### src/rtl/counter_pkg.sv
// Shared types and constants for the parametrised event/timebase counter.
package counter_pkg;

  typedef enum logic {
    RUN = 1'b0,
    SAT = 1'b1
  } cnt_state_e;

  localparam int DEF_WIDTH   = 8;
  localparam int DEF_PRESC_W = 4;

  localparam logic DIR_UP = 1'b1;
  localparam logic DIR_DN = 1'b0;

endpackage

### src/rtl/counter_prescaler.sv
// Clock-enable prescaler: emits one tick every (presc+1) enabled cycles.
module counter_prescaler #(
  parameter int PRESC_W = 4
) (
  input  logic               clk,
  input  logic               rst,
  input  logic               en,
  input  logic               clr,
  input  logic [PRESC_W-1:0] presc,
  output logic               tick
);

  logic [PRESC_W-1:0] pc;

  assign tick = en && (pc == presc);

  always_ff @(posedge clk) begin
    if (rst) begin
      pc <= '0;
    end else if (clr || tick) begin
      pc <= '0;
    end else if (en) begin
      pc <= pc + PRESC_W'(1);
    end
  end

endmodule

### src/rtl/counter_param_ctrl.sv
// Up/down modulo counter with load, wrap-or-saturate bounds, prescaled enable,
// terminal-count pulse and sticky overflow. FSM state is exported on `state`.
//
// Handshake: none; `load` and a prescaler tick are single-cycle strobes sampled
// on the rising edge, with priority rst > load > tick.
module counter_param_ctrl
  import counter_pkg::*;
#(
  parameter int WIDTH   = DEF_WIDTH,
  parameter int PRESC_W = DEF_PRESC_W
) (
  input  logic               clk,
  input  logic               rst,
  input  logic               en,
  input  logic               up_dn,
  input  logic               load,
  input  logic [WIDTH-1:0]   load_val,
  input  logic [WIDTH-1:0]   max_val,
  input  logic [WIDTH-1:0]   match_val,
  input  logic               sat_mode,
  input  logic [PRESC_W-1:0] presc,
  input  logic               clr_ovf,
  output logic [WIDTH-1:0]   out,
  output logic               exact,
  output logic               tc,
  output logic               ovf,
  output cnt_state_e         state
);

  logic             tick;
  cnt_state_e       state_nxt;
  logic [WIDTH-1:0] out_nxt;
  logic             tc_nxt;
  logic             ovf_set;
  logic             sat_up, sat_up_nxt;
  logic             at_top, at_bottom;

  counter_prescaler #(.PRESC_W(PRESC_W)) u_presc (
    .clk   (clk),
    .rst   (rst),
    .en    (en),
    .clr   (load),
    .presc (presc),
    .tick  (tick)
  );

  assign exact     = (out == match_val);
  assign at_top    = (out >= max_val);
  assign at_bottom = (out == '0);

  always_ff @(posedge clk) begin
    if (rst) begin
      state  <= RUN;
      out    <= '0;
      tc     <= 1'b0;
      ovf    <= 1'b0;
      sat_up <= 1'b0;
    end else begin
      state  <= state_nxt;
      out    <= out_nxt;
      tc     <= tc_nxt;
      sat_up <= sat_up_nxt;
      if (ovf_set) begin
        ovf <= 1'b1;
      end else if (clr_ovf) begin
        ovf <= 1'b0;
      end
    end
  end

  always_comb begin
    state_nxt  = state;
    out_nxt    = out;
    tc_nxt     = 1'b0;
    ovf_set    = 1'b0;
    sat_up_nxt = sat_up;

    if (load) begin
      out_nxt   = load_val;
      state_nxt = RUN;
    end else if (tick) begin
      // SAT only holds while sat_mode stays set; otherwise the tick is a RUN tick.
      if (state == SAT && sat_mode) begin
        if (up_dn != sat_up) begin
          out_nxt   = (up_dn == DIR_UP) ? out + WIDTH'(1) : out - WIDTH'(1);
          state_nxt = RUN;
        end
      end else begin
        state_nxt = RUN;
        if (up_dn == DIR_UP) begin
          if (!at_top) begin
            out_nxt = out + WIDTH'(1);
          end else begin
            tc_nxt  = 1'b1;
            ovf_set = 1'b1;
            if (sat_mode) begin
              out_nxt    = max_val;
              state_nxt  = SAT;
              sat_up_nxt = DIR_UP;
            end else begin
              out_nxt = '0;
            end
          end
        end else begin
          if (!at_bottom) begin
            out_nxt = out - WIDTH'(1);
          end else begin
            tc_nxt  = 1'b1;
            ovf_set = 1'b1;
            if (sat_mode) begin
              state_nxt  = SAT;
              sat_up_nxt = DIR_DN;
            end else begin
              out_nxt = max_val;
            end
          end
        end
      end
    end
  end

endmodule

### config.mk
export PLATFORM = sky130hd
export DESIGN_NAME = counter_param_ctrl
export DESIGN_NICKNAME = d
export VERILOG_FILES = /design/src/rtl/counter_pkg.sv /design/src/rtl/counter_prescaler.sv /design/src/rtl/counter_param_ctrl.sv
export SDC_FILE = /design/constraint.sdc
export NUM_CORES = 1
export LEC_CHECK = 0
export CAP_MARGIN = 10
export CORE_UTILIZATION = 43
export DETAILED_ROUTE_END_ITERATION = 8
export PLACE_DENSITY = 0.73
export SLEW_MARGIN = 20
export SYNTH_ARGS = -nofsm -noshare
export SYNTH_HDL_FRONTEND = slang
export SYNTH_HIERARCHICAL = 1
export SYNTH_SLANG_ARGS = --single-unit
### constraint.sdc
create_clock -name clk -period 3 [get_ports clk]
set_input_delay 0.75 -clock clk [delete_from_list [all_inputs] [get_ports clk]]
set_output_delay 0.75 -clock clk [all_outputs]
set_load 0.1 [all_outputs]
# --- After elaboration in Yosys (flattened, before gate mapping) ---
# Index checks and enable logic that the tools add are counted.
classes:
  add_sub_neg: 3
  n_bitwise: 2
  magnitude_cmp: 1
  reduce_logical: 12
  muxes: 29
  n_eq_ne: 7
ops:
  columns: ["cell", "count"]
  rows:
  - ["$mux 8", 10]
  - ["$mux 1", 19]
  - ["$add 8x1->8 const B", 1]
  - ["$eq 8x8->1", 1]
  - ["$ge 8x8->1", 1]
  - ["$logic_not 8->1", 1]
  - ["$sub 8x1->8 const B", 1]
  - ["$reduce_and 6->1", 1]
  - ["$reduce_bool 2->1", 3]
  - ["$ne 5x4->1 const B", 1]
  - ["$add 4x1->4 const B", 1]
  - ["$eq 4x4->1", 1]
  - ["$ne 2x1->1 const B", 2]
  - ["$reduce_or 2->1", 2]
  - ["$ne 3x2->1 const B", 1]
  - ["$reduce_and 3->1", 1]
  - ["$logic_and 1x1->1", 2]
  - ["$not 1->1", 2]
  - ["$reduce_and 2->1", 1]
  - ["$logic_or 1x1->1", 1]
  - ["$ne 1x1->1", 1]
word_totals:
  ff_bits: 16
  input_bits: 35
  out_inout_bits: 12

# --- Depth between registers and ports, before layout ---
# Gate-level depths: netlist (run 1).
logic_depth:
  ltp_word: 7
  ltp_mapped: 9

# --- Modules after synthesis ---
# Netlist (run 1), hierarchy kept.
modules_own_cells:
  columns: ["module", "n_inst", "cells_per_inst", "area_each_um2"]
  rows:
  - ["counter_param_ctrl", 1, 193, 1435.1]
  - ["counter_prescaler", 1, 26, 266.5]

# --- Worst setup path before layout (run 1) ---
# No wires, ideal clock.
synth_path:
  path_type: "reg2out"
  startpoint: "register out[6]"
  endpoint: "output port exact"
  t_arrival_ps: 2864
  t_required_ps: 2250
  path_stages_with_launch: 5
  setup_slack_ps: -614
  path_cell_list: "dfxtp_1 clkbuf_1 xnor2_1 nand4_1 nor2_1"
synth_via:
  elab_chain_len: 1
synth_rtl:
  columns: ["element", "line_no", "text"]
  rows:
  - ["start, declared", "counter_param_ctrl.sv:23", "output logic [WIDTH-1:0] out,"]
  - ["start signal, assigned", "counter_param_ctrl.sv:60", "out <= out_nxt;"]
  - ["$eq 8x8->1", "counter_param_ctrl.sv:47", "assign exact = (out == match_val);"]
  - ["end, declared", "counter_param_ctrl.sv:24", "output logic exact,"]
# Every way passes these cells.

# --- Final worst setup path (run 1) ---
layout_path:
  startpoint: "input port max_val[2]"
  endpoint: "register out[7]"
layout_via:
  elab_chain_len: 6
layout_rtl:
  columns: ["element", "line_no", "text"]
  rows:
  - ["start, declared", "counter_param_ctrl.sv:18", "input logic [WIDTH-1:0] max_val,"]
  - ["$ge 8x8->1", "counter_param_ctrl.sv:48", "assign at_top = (out >= max_val);"]
  - ["$mux 8", "counter_param_ctrl.sv:91", "if (!at_top) begin"]
  - ["$mux 8", "counter_param_ctrl.sv:90", "if (up_dn == DIR_UP) begin"]
  - ["$mux 8", "counter_param_ctrl.sv:83", "if (state == SAT && sat_mode) begin"]
  - ["$mux 8", "counter_param_ctrl.sv:81", "end else if (tick) begin"]
  - ["$mux 8", "counter_param_ctrl.sv:78", "if (load) begin"]
# Every way passes these cells. The select of a mux whose other input is x is not followed.
# A chain may end at the register's enable or synchronous reset.

==> results of run 1 <==
-- cell type report --
| type | instances | area, µm² | share of cell area, % |
|---|---|---|---|
| Tap cell | 48 | 60.1 | 2.58 |
| Clock buffer | 3 | 41.3 | 1.78 |
| Timing Repair Buffer | 63 | 571 | 24.5 |
| Multi-Input combinational cell | 175 | 1270 | 54.8 |
| Inverter | 16 | 60.1 | 2.58 |
| Sequential cell | 16 | 320 | 13.8 |
-- per-stage QoR --
step                power, mW  utilization, %  cell area (µm²)  hold slack, ns
global route            0.797            62.6             2330           0.518
global placement        0.585            61.5             2280           0.438
floorplan               0.470               -             1710           0.460
finish                  0.750            62.6             2330           0.456
detailed placement      0.588            61.5             2280           0.445
CTS                     0.757            62.6             2330           0.460
-- power breakdown --
| group | switching, mW | internal, mW | leakage, nW |
|---|---|---|---|
| Combinational | 0.185 | 0.151 | 0.810 |
| Sequential | 0.0269 | 0.222 | 0.131 |
| Clock | 0.0757 | 0.0892 | 0.0216 |
-- worst max-delay path by stage --
stage,start,to,cells after the start
global placement,max_val[1],sat_up$_SDFFE_PP0P_,9
CTS,max_val[2],out[7]$_SDFFE_PP0P_,9
floorplan,out[0]$_SDFFE_PP0P_,out[7]$_SDFFE_PP0P_,9
detailed placement,max_val[2],out[7]$_SDFFE_PP0P_,9
finish,max_val[2],out[7]$_SDFFE_PP0P_,9
global route,max_val[1],sat_up$_SDFFE_PP0P_,9
-- registers in the layout (all words and copies together) (netlist names) --
register    flops
tc              1
state           1
u_presc/pc      4
sat_up          1
out             8
ovf             1
-- logic make-up (layout without fill, tap and decap cells) --
family	Yosys count	after routing
AO/OA/AOI/OAI	69	69
XOR/XNOR	27	27
adder cells (fa/ha/maj)	12	12
buffers and inverters	28	82
flip-flops	16	16
multiplexers	3	3
AND/OR/NAND/NOR	64	64
-- routing by layer --
layer / global-route usage, % / vias up / part of all wire [%]
met1: 30.2 / 811 / 45
li1: - / 912 / -
met4: 6.94 / 0 / 0.67
met5: 0 / - / 0
met2: 37.8 / 70 / 47
met3: 4.40 / 5 / 7.6
-- cell usage after synthesis, types with 5 or more instances --
cell type,instances
a211oi_1,5
a21oi_1,20
a31oi_1,6
clkbuf_1,9
dfxtp_1,16
ha_1,12
inv_1,16
nand2_1,15
nand4_1,5
nor2_1,11
o21ai_0,7
xnor2_1,19
xor2_1,8
-- critical path: stages --
cell and delay [ns]:
clkdlybuf4s50_1 0.49, inv_1 0.05, ha_1 0.30, and3_1 0.19, o21ai_1 0.15, a31oi_1 0.15, o21ai_1 0.35, a221oi_1 0.13
o41ai_1 0.31
==> results_dict.tcl, run 1 <==
set metrics [dict create \
    rsz0062_at_grt "false" \
    routed_via_density 5.60 \
    worst_setup_path_start_kind "primary input" \
    final_cell_mix "34 x clkdlybuf4s50_1, 28 x buf_4, 20 x a21oi_1, 19 x xnor2_1" \
    finalHoldViolCount 0 \
    tightest_slew_ns 0.507 \
    synthArstFlopShare_pct 0 \
    finalCritPeriodShare_pct 90.6 \
    synth_area_um2 1700 \
    hold_path.class "flip-flop to flip-flop" \
    maxCapViolations 0 \
    finish.net_count 322 \
    wire_per_inst_um 14.4 \
    cts_tree "built" \
    rows 22 \
    hold_path_end "ovf$_SDFFE_PP0P_" \
    dieArea_um2 4210 \
    outcome "finished, final reports clean" \
    synth_top_family_by_area "compound AO/OA/AOI/OAI gates" \
    placed_cells 318 \
    clk_pin_slew_worst_paths_ns 0.06 \
    worstRegToRegCells 8 \
    synthMuxAreaShare_pct 1.84 \
    antenna_found_initial 0 \
    pre_cts_slack_ns 0.0194 \
    setup_total_negative_slack_ns 0 \
    peakVddDrop_uv 182 \
    numCtsBuffers 3 \
    worstPathRequired_ns 3.15 \
    synth_top_area_cell "dfxtp_1" \
    ys_types 54 \
    seq_area_frac_synth_pct 18.8 \
    start_util_pct 45.8 \
    antenna_cells 0 \
    grt_max_degree 20 \
    path_class "primary input to flip-flop" \
    yosys.area_share.simple_pct 22.6 \
    die-height_um 64.9 \
    r2r_slack_ns 0.59 \
    fin_crit_ns 2.72 \
    num-fill-cells 367 \
    power_density_nw_per_um2 322 \
    io_buffers 46 \
    finalSetupViolations 0 \
    syn_nets 266 \
    synth_warnings 6 \
    crit_path_end_kind "flip-flop" \
    syn2layout_area_growth_pct 36.7 \
    skew_ns 0.00128 \
    cts_hold_buf 0 \
    synth_cells 219 \
    syn_area_per_cell_um2 7.77 \
    hold_depth 1 \
    slew_violations 0 \
    routed_wl_um 4610 \
    grt_pass1_vias 1621 \
    synthTopCellsByArea "dfxtp_1 19%, xnor2_1 9.8%, ha_1 8.8%" \
    worstPathArrival_ns 2.87 \
    clock_path_buffers 2 \
    vias 1798 \
    clockRootBuffer "clkbuf_8" \
    relSlewSlack_pct 66.2 \
    ctsResizeCount 0 \
    min_from "ovf$_SDFFE_PP0P_" \
    synthAdderAreaFrac_pct 8.82 \
    netlist.area_leader.share_pct 18.8 \
    track_usage_pct 23.1 \
    grt_pass1_wl_um 7510 \
    clock.fmax_mhz 368 \
    gp_congestion 0.920 \
    ant_nets 0 \
    ios 47 \
    cp_max_fo 4 \
    coreArea_um2 3720 \
    drt_first_pass_iters 4 \
    cts_setup_buffers 0 \
    synth-compound-area-share_pct 27.3 \
    cellLeakagePower_nw 0.962 \
    ys_ff_latch 16 \
    htree_levels 1 \
    reg2reg_to "out[4]$_SDFFE_PP0P_" \
    layout-drive-gt1-share_pct 16.5 \
    drt_iter0_drc 115 \
    clock-sinks 16 \
    stdcell_count 321 \
    final_common_cell "clkdlybuf4s50_1" \
    clk_latency_ns 0.25 \
    timing.final.ws_setup_ns 0.281 \
    ys.flop_type "dfxtp_1" \
    synth_edf_count 0 \
    die_w_um 64.9 \
    synth-xor-area-share_pct 13.9 \
    overflow 0 \
    timing.rr.start "out[0]$_SDFFE_PP0P_" \
    hpwl_um 3600 \
    drc 0 \
]
(Power assumes the default switching activity.)
==> run 2: changes to the inputs <==
GPL_TIMING_DRIVEN = 0   (was not set)
==> run 2 against run 1 <==
Effect of this change: first-iteration DRC count is 0.87% lower; via count shrank 1.4%; clock-buffer cell count unchanged; non-clock buffer count shrank 5; die area is the same; hold slack better by 0.0057 ns; worst setup slack got worse by 0.20 ns; sequential cell count did not move; global-route usage rose by 0.15 points; design area fell by 0.91%; clock skew up 0.0035 ns; highest routed layer unchanged.
==> results_dict.tcl, run 2 (synthesis results as in run 1) <==
set metrics [dict create \
    ant_nets 0 \
    cp_top_family "compound AO/OA/AOI/OAI gates" \
    outcome "finished, final reports clean" \
    hold_path.class "flip-flop to flip-flop" \
    grt_pass1_wl_um 7560 \
    hpwl_um 3540 \
    final_util_pct 62.0 \
    grt_max_degree 11 \
    setup_total_negative_slack_ns 0 \
    multi_input_area_um2 1310 \
    die-height_um 64.9 \
    dieArea_um2 4210 \
    skew_ns 0.00477 \
    reg2reg_to "out[7]$_SDFFE_PP0P_" \
    path_cells "clkdlybuf4s50_1 -> inv_1 -> ha_1 -> a21oi_1 -> o21ai_0 -> o21ai_2 -> a221oi_1 -> o41ai_1" \
    clock_path_buffers 2 \
    worstPathRequired_ns 3.12 \
    overflow 0 \
    numCtsBuffers 3 \
    clk_latency_ns 0.25 \
    largest_register "out" \
    antenna_cells 0 \
    cp_num_buf_inv 2 \
    cts_tree "built" \
    worst-path-stages 8 \
    finish.net_count 317 \
    tightest_slew_ns 0.980 \
    cp_max_fo 6 \
    gp_congestion 0.930 \
    hold_depth 1 \
    cp-endpoint "out[7]$_SDFFE_PP0P_" \
    grt_pass1_vias 1598 \
    clk_pin_slew_worst_paths_ns 0.07 \
    routed_via_density 5.61 \
    path_class "primary input to flip-flop" \
    layout-drive-gt1-share_pct 9.33 \
    drc 0 \
    ios 47 \
    clock-sinks 16 \
    worstPathArrival_ns 3.04 \
    die_w_um 64.9 \
    fin_crit_ns 2.92 \
    htree_levels 1 \
    num-fill-cells 351 \
    crit_path_end_kind "flip-flop" \
    antenna_found_initial 0 \
    syn2layout_area_growth_pct 35.4 \
    peakVddDrop_uv 236 \
    track_usage_pct 23.2 \
    slew_violations 0 \
    clockRootBuffer "clkbuf_8" \
    cp_slowest_stage_delay_ns 0.53 \
    crit_start "max_val[7]" \
    rows 22 \
    vias 1773 \
    routed_wl_um 4690 \
    final_cell_mix "45 x clkdlybuf4s50_1, 19 x xnor2_1, 19 x a21oi_1, 16 x inv_1, 16 x dfxtp_1" \
    timing.final.ws_setup_ns 0.0811 \
    cts_hold_buf 0 \
    relSlewSlack_pct 34.4 \
    timing.rr.start "out[0]$_SDFFE_PP0P_" \
    finalHoldViolCount 0 \
    worstRegToRegCells 9 \
    start_util_pct 45.8 \
    rsz0062_at_grt "false" \
    drt_first_pass_iters 4 \
    finalSetupViolations 0 \
    finalCritPeriodShare_pct 97.3 \
    largest_reg_flops 8 \
    worst_setup_path_start_kind "primary input" \
    cellLeakagePower_nw 0.894 \
    largestRegisters "out (8), u_presc/pc (4)" \
    io_buffers 46 \
    slowest_stage "clkdlybuf4s50_1" \
    pre_cts_slack_ns -0.502 \
    r2r_slack_ns 0.33 \
    clock.fmax_mhz 343 \
    coreArea_um2 3720 \
    wire_per_inst_um 14.8 \
    power_density_nw_per_um2 326 \
    drt_iter0_drc 114 \
    maxCapViolations 0 \
    final_common_cell "clkdlybuf4s50_1" \
    seq_area_um2 320 \
]
## run 2: cell types whose count changed in the layout (fill, tap and decap cells not counted), sizes merged
cell / change
clkdlybuf4s15: +1
buf: -26
clkbuf: +9
clkdlybuf4s50: +11
## run 2: cell type report
type,instances,share of cell area (%)
repair buffers,46,20.0
clock buffers,3,1.79
inverters,16,2.61
multi-input cells,175,56.7
plain buffers,12,2.39
flip-flops and latches,16,13.9
well taps,48,2.61
## run 2: how the worst min path moves through the flow
stage	startpoint	endpoint	slack (ns)
floorplan	sat_up$_SDFFE_PP0P_	sat_up$_SDFFE_PP0P_	0.46
global placement	ovf$_SDFFE_PP0P_	ovf$_SDFFE_PP0P_	0.44
detailed placement	ovf$_SDFFE_PP0P_	ovf$_SDFFE_PP0P_	0.45
CTS	ovf$_SDFFE_PP0P_	ovf$_SDFFE_PP0P_	0.47
global route	ovf$_SDFFE_PP0P_	ovf$_SDFFE_PP0P_	0.49
finish	ovf$_SDFFE_PP0P_	ovf$_SDFFE_PP0P_	0.46
## run 2: layer usage
metal  routed length (µm)  GRT usage [%]
met3                  253           3.87
met1                 2210           32.6
met2                 2210           37.0
met5                    0              0
met4                   22           4.44
## run 2: report_power, final
part	switching (mW)	internal [mW]	total (mW)	leakage [nW]
Clock	0.0773	0.0892	0.167	0.0216
Sequential	0.00819	0.222	0.230	0.131
Combinational	0.208	0.147	0.354	0.741
Total	0.293	0.457	0.750	0.894
## run 2: what timing repair did
action	in CTS	in global routing
setup buffers	0	0
resized for setup	5	5
pin swaps	0	0
gates cloned	0	0
endpoints found under the setup margin	2	5
## run 2: per-stage QoR
stage | power, mW | cell area, µm² | hold WS (ns) | std cells
2_1_floorplan | 0.470 | 1710 | 0.460 | 219
3_3_place_gp | 0.578 | 2230 | 0.439 | 313
3_5_place_dp | 0.579 | 2230 | 0.453 | 313
4_1_cts | 0.747 | 2280 | 0.469 | 316
5_1_grt | 0.791 | 2300 | 0.491 | 316
6_report | 0.750 | 2300 | 0.462 | 316
==> run 3: changes to the inputs <==
ABC_CLOCK_PERIOD_IN_PS = 3000   (was not set)
==> results of run 3 <==
Final layout, timing and power as in run 2 (identical DEF).
